File: config.mk
export PLATFORM = sky130hd
export DESIGN_NAME = ann_weight_loader
export DESIGN_NICKNAME = d
export VERILOG_FILES = /design/src/rtl/ann_weight_loader.sv
export SDC_FILE = /design/constraint.sdc
export NUM_CORES = 1
export LEC_CHECK = 0
export CAP_MARGIN = 0
export CORE_ASPECT_RATIO = 1.1
export CORE_MARGIN = 2
export CORE_UTILIZATION = 50
export DETAILED_ROUTE_END_ITERATION = 16
export PLACE_DENSITY = 0.72
export SLEW_MARGIN = 20
export SYNTH_ARGS = -nofsm -noshare
export SYNTH_HDL_FRONTEND = slang
export SYNTH_SLANG_ARGS = --single-unit
export TNS_END_PERCENT = 1
File: constraint.sdc
create_clock -name clk -period 2.29 [get_ports clk]
set_input_delay 0.3435 -clock clk [delete_from_list [all_inputs] [get_ports clk]]
set_output_delay 0.3435 -clock clk [all_outputs]
set_load 0.005 [all_outputs]
File: src/rtl/ann_weight_loader.sv
// Frame-level weight download controller: edge-detects deserializer bytes, parses
// SYNC/ADDR/LEN/payload/CHK frames, writes payload to the weight SRAM and validates it.
module ann_weight_loader #(
    parameter int          ADDR_W    = 8,
    parameter logic [7:0]  SYNC_BYTE = 8'hA5,
    parameter int          TIMEOUT   = 1024
) (
    input  logic              clk,
    input  logic              reset_n,
    input  logic              enable,
    input  logic [7:0]        byte_in,
    input  logic              byte_valid,
    output logic              deser_en,
    output logic              mem_we,
    output logic [ADDR_W-1:0] mem_addr,
    output logic [7:0]        mem_wdata,
    output logic              busy,
    output logic              frame_done,
    output logic              frame_err,
    output logic [1:0]        err_code,
    output logic              weights_valid,
    output logic [7:0]        frame_cnt
);

    localparam int TW = $clog2(TIMEOUT + 1);

    typedef enum logic [2:0] {IDLE, S_ADDR, S_LEN, S_DATA, S_CHK} state_t;

    localparam logic [1:0] ERR_CHK  = 2'b01;
    localparam logic [1:0] ERR_LEN  = 2'b10;
    localparam logic [1:0] ERR_TMO  = 2'b11;

    state_t            state;
    logic              byte_valid_q;
    logic [ADDR_W-1:0] base;
    logic [ADDR_W-1:0] idx;
    logic [7:0]        remaining;
    logic [7:0]        chk;
    logic [TW-1:0]     tmo_cnt;
    logic              stb;
    logic              tmo_hit;

    assign deser_en = enable;
    assign busy     = (state != IDLE);
    assign stb      = byte_valid & ~byte_valid_q;
    // A strobe in the terminal-count cycle keeps the frame alive.
    assign tmo_hit  = (state != IDLE) && !stb && (tmo_cnt == TW'(TIMEOUT - 1));

    always_ff @(posedge clk or negedge reset_n) begin
        if (!reset_n) begin
            state         <= IDLE;
            byte_valid_q  <= 1'b0;
            base          <= '0;
            idx           <= '0;
            remaining     <= '0;
            chk           <= '0;
            tmo_cnt       <= '0;
            mem_we        <= 1'b0;
            mem_addr      <= '0;
            mem_wdata     <= '0;
            frame_done    <= 1'b0;
            frame_err     <= 1'b0;
            err_code      <= '0;
            weights_valid <= 1'b0;
            frame_cnt     <= '0;
        end else begin
            // NOTE: non-blocking throughout so every register samples pre-edge values.
            byte_valid_q <= byte_valid;
            mem_we       <= 1'b0;
            frame_done   <= 1'b0;
            frame_err    <= 1'b0;
            tmo_cnt      <= (stb || state == IDLE) ? '0 : tmo_cnt + TW'(1);

            if (!enable) begin
                state   <= IDLE;
                tmo_cnt <= '0;
            end else if (tmo_hit) begin
                frame_err <= 1'b1;
                err_code  <= ERR_TMO;
                state     <= IDLE;
            end else if (stb) begin
                case (state)
                    IDLE: begin
                        if (byte_in == SYNC_BYTE) begin
                            weights_valid <= 1'b0;
                            err_code      <= '0;
                            state         <= S_ADDR;
                        end
                    end
                    S_ADDR: begin
                        base  <= ADDR_W'(byte_in);
                        idx   <= '0;
                        chk   <= byte_in;
                        state <= S_LEN;
                    end
                    S_LEN: begin
                        if (byte_in == 8'd0) begin
                            frame_err <= 1'b1;
                            err_code  <= ERR_LEN;
                            state     <= IDLE;
                        end else begin
                            remaining <= byte_in;
                            chk       <= chk ^ byte_in;
                            state     <= S_DATA;
                        end
                    end
                    S_DATA: begin
                        mem_we    <= 1'b1;
                        mem_addr  <= base + idx;
                        mem_wdata <= byte_in;
                        idx       <= idx + ADDR_W'(1);
                        chk       <= chk ^ byte_in;
                        remaining <= remaining - 8'd1;
                        if (remaining == 8'd1) state <= S_CHK;
                    end
                    S_CHK: begin
                        if (byte_in == chk) begin
                            frame_done    <= 1'b1;
                            weights_valid <= 1'b1;
                            frame_cnt     <= frame_cnt + 8'd1;
                        end else begin
                            frame_err <= 1'b1;
                            err_code  <= ERR_CHK;
                        end
                        state <= IDLE;
                    end
                    default: state <= IDLE;
                endcase
            end
        end
    end

endmodule

==> Yosys cells after proc, flatten, opt, wreduce, memory -nomap -nowiden <==
Index checks and enable logic that the tools add are counted.
{ "totals": {"register_bits": 77, "latch_bits": 0, "ramBits": 0, "rom_bits": 0, "inputBits": 12, "out_inout_bits": 32, "mem_count": 0} }
{ "op_classes": {"addsub": 5, "mul": 0, "n_div": 0, "order_cmp": 0, "eq_ne": 17, "shift": 0, "mux": 38, "bitwise": 4, "n_reduce_logical": 22} }
{ "ops": {"columns": ["operator", "count"], "rows": [
  ["case mux 8 bit (2 select lines)", 2],
  ["case mux 8 bit (3 select lines)", 1],
  ["two-way mux 11 bit", 2],
  ["adder 8 x 1 -> 8 bit, second input constant", 2],
  ["two-way mux 1 bit", 16],
  ["two-way mux 8 bit", 2],
  ["two-way mux 3 bit", 5],
  ["AND reduction 5 bit", 3],
  ["two-way mux 2 bit", 6],
  ["case mux 3 bit (4 select lines)", 1],
  ["AND reduction 4 bit", 3],
  ["AND reduction 6 bit", 2],
  ["adder 11 x 1 -> 11 bit, second input constant", 1],
  ["== test 11 x 10 -> 1 bit, second input constant", 1],
  ["adder 8 bit", 1],
  ["== test 8 x 1 -> 1 bit, second input constant", 1],
  ["== test 8 bit", 1],
  ["== test 8 bit, second input constant", 1],
  ["logical NOT 8 bit", 1],
  ["nonzero test 2 bit", 4],
  ["subtractor 8 x 1 -> 8 bit, second input constant", 1],
  ["XOR 8 bit", 1],
  ["== test 3 x 2 -> 1 bit, second input constant", 2],
  ["inequality test 3 bit, second input constant", 2],
  ["19 further kinds", 24]
]} }

==> Depth between registers and ports, before layout <==
Gate-level depths: netlist of run 1.
{ "logic_depth": {"ltp_word": 7, "ltp_mapped": 8, "ltp_nobuf": 8} }

==> Worst setup path after synthesis of run 1 <==
Ideal clock, no wire load.
{ "synth_path": {"kind": "input-to-reg", "start": "input byte_in[3]", "end": "register err_code[0]", "setup_time_ps": 127, "arrival_time_ps": 1813, "required_ps": 2163, "slack_ps": 350, "stages": 6, "path_buffers": 1, "path_cell_list": "buf_2 or4_4 or2_4 o41ai_4 and4bb_1 nor3_2"} }
{ "synth_via": {"elab_chain_len": 3} }
{ "synth_rtl": {"columns": ["element", "line", "rtl"], "rows": [
  ["start: declaration", "11", "input logic [7:0] byte_in,"],
  ["== test 8 bit (tied with other cells)", "117", "if (byte_in == chk) begin"],
  ["inequality test 3 bit (no source line) or inequality test 3 x 2 -> 1 bit (tied branches)", null, null],
  ["AND reduction 6 bit (no source line) *", null, null],
  ["end signal: assignment", "86", "err_code <= '0;"],
  ["end signal: assignment", "99", "err_code <= ERR_LEN;"],
  ["end signal: assignment", "123", "err_code <= ERR_CHK;"],
  ["end: declaration", "20", "output logic [1:0] err_code,"]
]} }
Every way passes the cells marked *; elsewhere a longest branch is shown, timed or not.
A chain may end at the register's enable or synchronous reset.

==> Worst setup path in the final report of run 1 <==
{ "layout_path": {"start": "register state[2]", "end": "output busy"} }
{ "layout_via": {"elab_chain_len": 1} }
{ "layout_rtl": {"columns": ["element", "line", "rtl"], "rows": [
  ["start: declaration", "33", "state_t state;"],
  ["start signal: assignment", "51", "state <= IDLE;"],
  ["start signal: assignment", "75", "state <= IDLE;"],
  ["start signal: assignment", "80", "state <= IDLE;"],
  ["nonzero test 3 bit", "44", "assign busy = (state != IDLE);"],
  ["end: declaration", "17", "output logic busy,"]
]} }
Every way passes these cells.

==> results.cfg, run 1 <==
[placed_design]
dpl.hpwl_um = 7090
portBuffers = 43
preCtsSetupSlack_ns = -0.182
place_congestion = 0.934

[synth]
synth-main-ff-cell = dfrtp_1
synth_edf_count = 0
synth-xor-area-share_pct = 6.40
yosysSeqAreaShare_pct = 46.9
synth-async-reset-ratio_pct = 100
muxShareOfSynthArea_pct = 1.04
synth_fa_ha_area_share_pct = 4.14
postSynthCellCount = 440
synth_area_leaders = dfrtp_1 47%, nand2_1 7.1%, xor2_1 4.5%
synth_simple_gate_area_share_pct = 23.6
synth_top_family_by_area = simple AND/OR/NAND/NOR gates
netlist.area_leader.share_pct = 46.9
yosysWarnings = 0
avgSynthCellArea_sq_um = 9.34
synth_seq_cells = 77
syn_nets = 465
netlist_area_sq_um = 4110
ys_types = 57
synth.largest_area_cell = dfrtp_1
synth_compound_area_share_pct = 13.8

[die]
die_area_sq_um = 8960
core_area_sq_um = 7960
die_x_um = 90.4
start_util_pct = 51.6
die_y_um = 99.1
io_pins = 44
num_rows = 34

[timing]
setup_violations = 0
drv_slew = 0
period_needed_ns = 2.13
fmax_ghz = 0.470
final.setup.tns_ns = 0
fin_ws_ns = 0.164
period_share_pct = 92.8
skew_ns = 0.0132
relSlewSlack_pct = 63.0
hold_slack_ns = 0.478
rsz0062_at_grt = no
finalHoldViolCount = 0
tightest_slew_ns = 0.555

[route]
post_drt_wl_per_cell_um = 15.4
ant_nets = 0
drcViolationCount = 0
vias_per_cell = 5.49
via_count = 3392
drt-initial-drc-count = 197
dr.pass1.iters = 4
drt_wl_total_um = 9540

[grt]
grt_pass1_wl_um = 16200
grt_max_degree = 43
grt.total_usage_pct = 22.8
grt_pass1_vias = 3400
antenna_found_initial = 0
grt_overflow = 0

[layout]
area_growth_syn_to_layout_pct = 23.0
n_antenna_cell = 0
n_fill_cell = 670
layout-drive-gt1-share_pct = 12.5
num-nets-final = 531

[pwr]
ir_worst_vdd_v = 0.000405
power.density_nw_per_um2 = 541
net-switching-power_w = 0.000649
power_w = 0.00273
switching_share_pct = 23.8
power_frac_clock_pct = 41.0
p_leak_nw = 2.35
p_int_w = 0.00208
seq_power_share_pct = 51.8
power_frac_comb_pct = 7.2

[min_path]
min_path_type = reg -> reg

[clock_tree]
clock_path_buffers = 2
worstSkewPairLatency_ns = 0.36
cts-buffers-inserted = 9
cts_root_buf = clkbuf_8
cts_max_level = 3
cts.reportedPaths.clkPinSlew_ns = 0.08
cts_tree = done
clock_sinks = 77

[worst_setup_path]
critPathMaxStageDelay_ns = 0.50
cp.required_ns = 1.95
crit_chain = nor3_2, inv_1, clkdlybuf4s50_1
worst_setup_path_end_kind = output port
crit_slowest_cell = dfrtp_1
crit_arrival_ns = 1.78
worst-setup-path-type = reg -> out
crit_fanout = 10
critPathLaunchType = flip-flop

[flow_run]
max-cap-violations = 0

[outcome]
outcome = finished clean
[layer usage]
layer	global-route usage [%]	vias to the layer above	share of wire (%)
met3	3.06	17	3.7
met1	27.8	1644	43
li1	-	1660	-
met2	40.1	71	51
met5	0	-	0
met4	11.2	0	2.2
[power by group through the flow]
stage	sequential, W	combinational (W)	clock [W]
after CTS	0.00141	0.000199	0.00113
final	0.00142	0.000196	0.00112
after detailed placement	0.00144	0.000198	0
after floorplan	0.00143	0.000105	0
after global routing	0.00142	0.000218	0.00118
after global placement	0.00144	0.000193	0
[synth_stat cells, drive strengths merged (3+ instances only)]
cell	n
a211oi	3
nor3	13
a21oi	23
dfrtp	77
o21ai	25
inv	12
a31oi	9
xnor2	9
nor4	8
nand3	13
clkbuf	8
nand4	5
a22o	5
ha	12
nor3b	4
nor2	37
or4	5
nor2b	5
buf	15
and3	3
nand2b	7
a21o	4
xor2	21
o21a	3
nand2	78
nand3b	5
or2b	3
[area by class of cell]
class | instances | area, sq um | share of cell area, %
Timing Repair Buffer | 78 | 718 | 14.2
Multi-Input combinational cell | 328 | 2020 | 39.9
Clock inverter | 6 | 86.3 | 1.71
Sequential cell | 77 | 1930 | 38.1
Clock buffer | 9 | 124 | 2.45
Inverter | 12 | 45.0 | 0.892
Tap cell | 108 | 135 | 2.68
[worst max-delay path, delay by kind of cell (launching register included)]
family	cells	cell delay (ns)
simple gates	1	0.34
buf+inv	2	0.58
flops	1	0.50
[path summary, 6_finish.rpt]
check	from	to	slack, ns	depth (start not counted)
max reg2reg	state[0]$_DFFE_PN0P_	mem_addr[7]$_DFFE_PN0P_	0.30	5
max	state[2]$_DFFE_PN0P_	busy	0.16	3
min	mem_addr[7]$_DFFE_PN0P_	mem_addr[7]$_DFFE_PN0P_	0.48	2
min reg2reg	mem_addr[7]$_DFFE_PN0P_	mem_addr[7]$_DFFE_PN0P_	0.48	2
min in group asynchronous	reset_n	mem_addr[2]$_DFFE_PN0P_	0.50	2
max in group asynchronous	reset_n	err_code[0]$_DFFE_PN0P_	1.19	3
[metrics by stage]
step                cells  instance area, sq um  util, %
floorplan             440                  4110        -
global placement      602                  4830     60.7
detailed placement    602                  4830     60.7
CTS                   618                  5050     63.4
global route          618                  5050     63.5
finish                618                  5050     63.5
[layout by cell type, fill, tap and decap left out, types with 4 or more instances in the layout]
cell / n
nand2_1: 78
dfrtp_1: 77
clkdlybuf4s50_1: 42
nor2_1: 37
buf_4: 33
o21ai_0: 24
a21oi_1: 23
xor2_1: 21
nand3_1: 13
inv_1: 12
ha_1: 12
nor3_1: 11
xnor2_1: 9
a31oi_1: 9
clkbuf_8: 9
nor4_1: 7
nand2b_1: 7
nor2b_1: 5
nand4_1: 5
nand3b_1: 5
a22o_1: 5
nor3b_1: 4
a21o_1: 4
[state kept, by name (all words and copies together), names as in the netlist, 2 cells and up]
| name | count |
|---|---|
| idx | 8 |
| base | 8 |
| mem_wdata | 8 |
| remaining | 8 |
| tmo_cnt | 11 |
| frame_cnt | 8 |
| mem_addr | 8 |
| chk | 8 |
| state | 3 |
| err_code | 2 |
[cell families (layout without fill, tap and decap cells)]
logic type / Yosys count / after routing
xor+xnor: 30 / 30
fa+ha+maj: 13 / 13
flops: 77 / 77
buf+inv: 35 / 105
compound gates: 86 / 86
simple gates: 195 / 195
mux: 4 / 4
[timing repair]
item                       4_1_cts  5_1_grt
setup endpoints to repair        0        1
buffers inserted                 0        0
hold buffers                     1        0
resized for setup                0        1
hold endpoints to repair        22        0
Power figures use the tool's default switching activity.
==> run 2, diff against run 1 <==
--- a/config.mk
+++ b/config.mk
@@ -8,9 +8,8 @@
 export CAP_MARGIN = 0
 export CORE_ASPECT_RATIO = 1.1
 export CORE_MARGIN = 2
-export CORE_UTILIZATION = 50
+export CORE_UTILIZATION = 35
 export DETAILED_ROUTE_END_ITERATION = 16
-export PLACE_DENSITY = 0.72
 export SLEW_MARGIN = 20
 export SYNTH_ARGS = -nofsm -noshare
 export SYNTH_HDL_FRONTEND = slang
==> run 2 against run 1 <==
Die area grew 41%. Worst hold slack lost 0.0053 ns. Non-clock buffer count is the same. Final cell count grew 7.0%. Cell area grew 3.0%. Utilization shrank 18 points. Sequential share of layout area shrank 1.1 points. Clock skew shrank 0.0058 ns. Worst setup slack lost 0.036 ns.
==> results.cfg, run 2 (synthesized netlist as in run 1, its figures left out) <==
[grt]
grt_pass1_wl_um = 16400
grt.total_usage_pct = 16.4
grt_max_degree = 44
grt_pass1_vias = 3284
grt_overflow = 0
antenna_found_initial = 0

[timing]
fmax_ghz = 0.463
rsz0062_at_grt = no
tightest_slew_ns = 0.494
period_share_pct = 94.4
fin_ws_ns = 0.128
relSlewSlack_pct = 67.1
setup_violations = 0
drv_slew = 0
period_needed_ns = 2.16
skew_ns = 0.00744
finalHoldViolCount = 0

[die]
die_area_sq_um = 12600
io_pins = 44
num_rows = 41
die_y_um = 118
start_util_pct = 35.9
core_area_sq_um = 11400
die_x_um = 107

[worst_setup_path]
crit_fanout = 10
cp.required_ns = 1.95
critPathLaunchType = flip-flop
critPathMaxStageDelay_ns = 0.50
crit_arrival_ns = 1.82
crit_slowest_cell = dfrtp_1
worst_setup_path_end_kind = output port
crit_chain = nor3_1, inv_1, clkdlybuf4s50_1
r2r_slack_ns = 0.36
worst-setup-path-type = reg -> out

[layout]
num-nets-final = 531
largest_reg_flops = 11
final_util_pct = 45.5
layout_commonest_cell = nand2_1
layout-drive-gt1-share_pct = 12.3
regMostFlops = tmo_cnt
area_growth_syn_to_layout_pct = 26.7
layout_common_cells = 78 x nand2_1, 77 x dfrtp_1, 42 x clkdlybuf4s50_1, 37 x nor2_1, 33 x buf_4
n_antenna_cell = 0

[clock_tree]
cts.reportedPaths.clkPinSlew_ns = 0.06
cts-buffers-inserted = 9
clock_path_buffers = 2
cts_tree = done
clock_sinks = 77
worstSkewPairLatency_ns = 0.34
cts_root_buf = clkbuf_16
cts_resized = 0
cts_max_level = 3

[route]
vias_per_cell = 5.12
dr.pass1.iters = 4
via_count = 3384
drt-initial-drc-count = 197
post_drt_wl_per_cell_um = 14.9
drt_wl_total_um = 9840
ant_nets = 0
drcViolationCount = 0

[outcome]
outcome = finished clean

[min_path]
min_path_type = reg -> reg

[flow_run]
max-cap-violations = 0

[placed_design]
place_congestion = 0.804
portBuffers = 43
dpl.hpwl_um = 7150
preCtsSetupSlack_ns = -0.106

[pwr]
power.density_nw_per_um2 = 604
p_leak_nw = 2.39
ir_worst_vdd_v = 0.000328
-- run 2: cell types whose count changed in the layout (fill, tap and decap cells not counted) --
cell and change:
clkbuf_1 +1, nor3_2 -1, nor3_1 +1, clkbuf_16 +9
clkbuf_8 -9
-- run 2: worst max-delay path, delay by kind of cell (launching register included) --
kind	cells	cell delay (ns)
flops	1	0.50
simple gates	1	0.38
buf+inv	2	0.60
-- run 2: worst paths after layout --
| check | end | cells after the start | from |
|---|---|---|---|
| max | busy | 3 | state[2]$_DFFE_PN0P_ |
| min | frame_cnt[7]$_DFFE_PN0P_ | 1 | frame_cnt[7]$_DFFE_PN0P_ |
| max reg2reg | mem_addr[6]$_DFFE_PN0P_ | 8 | idx[0]$_DFFE_PN0P_ |
| min reg2reg | frame_cnt[7]$_DFFE_PN0P_ | 1 | frame_cnt[7]$_DFFE_PN0P_ |
| max in group asynchronous | chk[0]$_DFFE_PN0P_ | 3 | reset_n |
| min in group asynchronous | tmo_cnt[6]$_DFF_PN0_ | 2 | reset_n |
-- run 2: per-stage QoR --
step | instances | TNS (ns) | hold WS (ns) | power, W | instance area [sq um]
6_report | 661 | 0 | 0.473 | 0.00314 | 5200
5_1_grt | 661 | 0 | 0.488 | 0.00327 | 5200
4_1_cts | 661 | 0 | 0.481 | 0.00317 | 5200
3_5_place_dp | 644 | -0.300 | 0.350 | 0.00165 | 4880
3_3_place_gp | 644 | -0.222 | 0.337 | 0.00164 | 4880
2_1_floorplan | 440 | 0 | 0.0479 | 0.00154 | 4110
-- run 2: cell type report --
| class | count | area (sq um) |
|---|---|---|
| fill | 1084 | 6240 |
| clock inverter | 6 | 86.3 |
| tap | 150 | 188 |
| clock buffer | 10 | 229 |
| inverter | 12 | 45.0 |
| timing repair buffer | 78 | 718 |
| multi-input combinational | 328 | 2010 |
| sequential | 77 | 1930 |
-- run 2: timing repair --
action                                 CTS  global route
endpoints found under the hold margin    7             0
hold buffers                             1             0
buffers inserted                         0             0
-- run 2: where the power goes --
part / switching, W / leakage, nW / internal, W / total, W
Combinational: 0.000111 / 1.21 / 0.0000945 / 0.000206
Clock: 0.000566 / 0.153 / 0.000955 / 0.00152
Sequential: 0.0000284 / 1.03 / 0.00139 / 0.00142
-- run 2: metal layers --
layer  part of all wire, %  GRT usage [%]  vias up
met5                     0              0        -
met2                    50           27.0       61
met3                   2.9           2.82       17
li1                      -              -     1660
met4                   1.9           5.93        0
met1                    45           21.4     1646
==> run 3, diff against run 2 <==
--- a/config.mk
+++ b/config.mk
@@ -9,6 +9,7 @@
 export CORE_ASPECT_RATIO = 1.1
 export CORE_MARGIN = 2
 export CORE_UTILIZATION = 35
+export CTS_CLUSTER_DIAMETER = 50
 export DETAILED_ROUTE_END_ITERATION = 16
 export SLEW_MARGIN = 20
 export SYNTH_ARGS = -nofsm -noshare
==> results of run 3 <==
The final DEF is identical to that of run 2; final timing and power are the same.
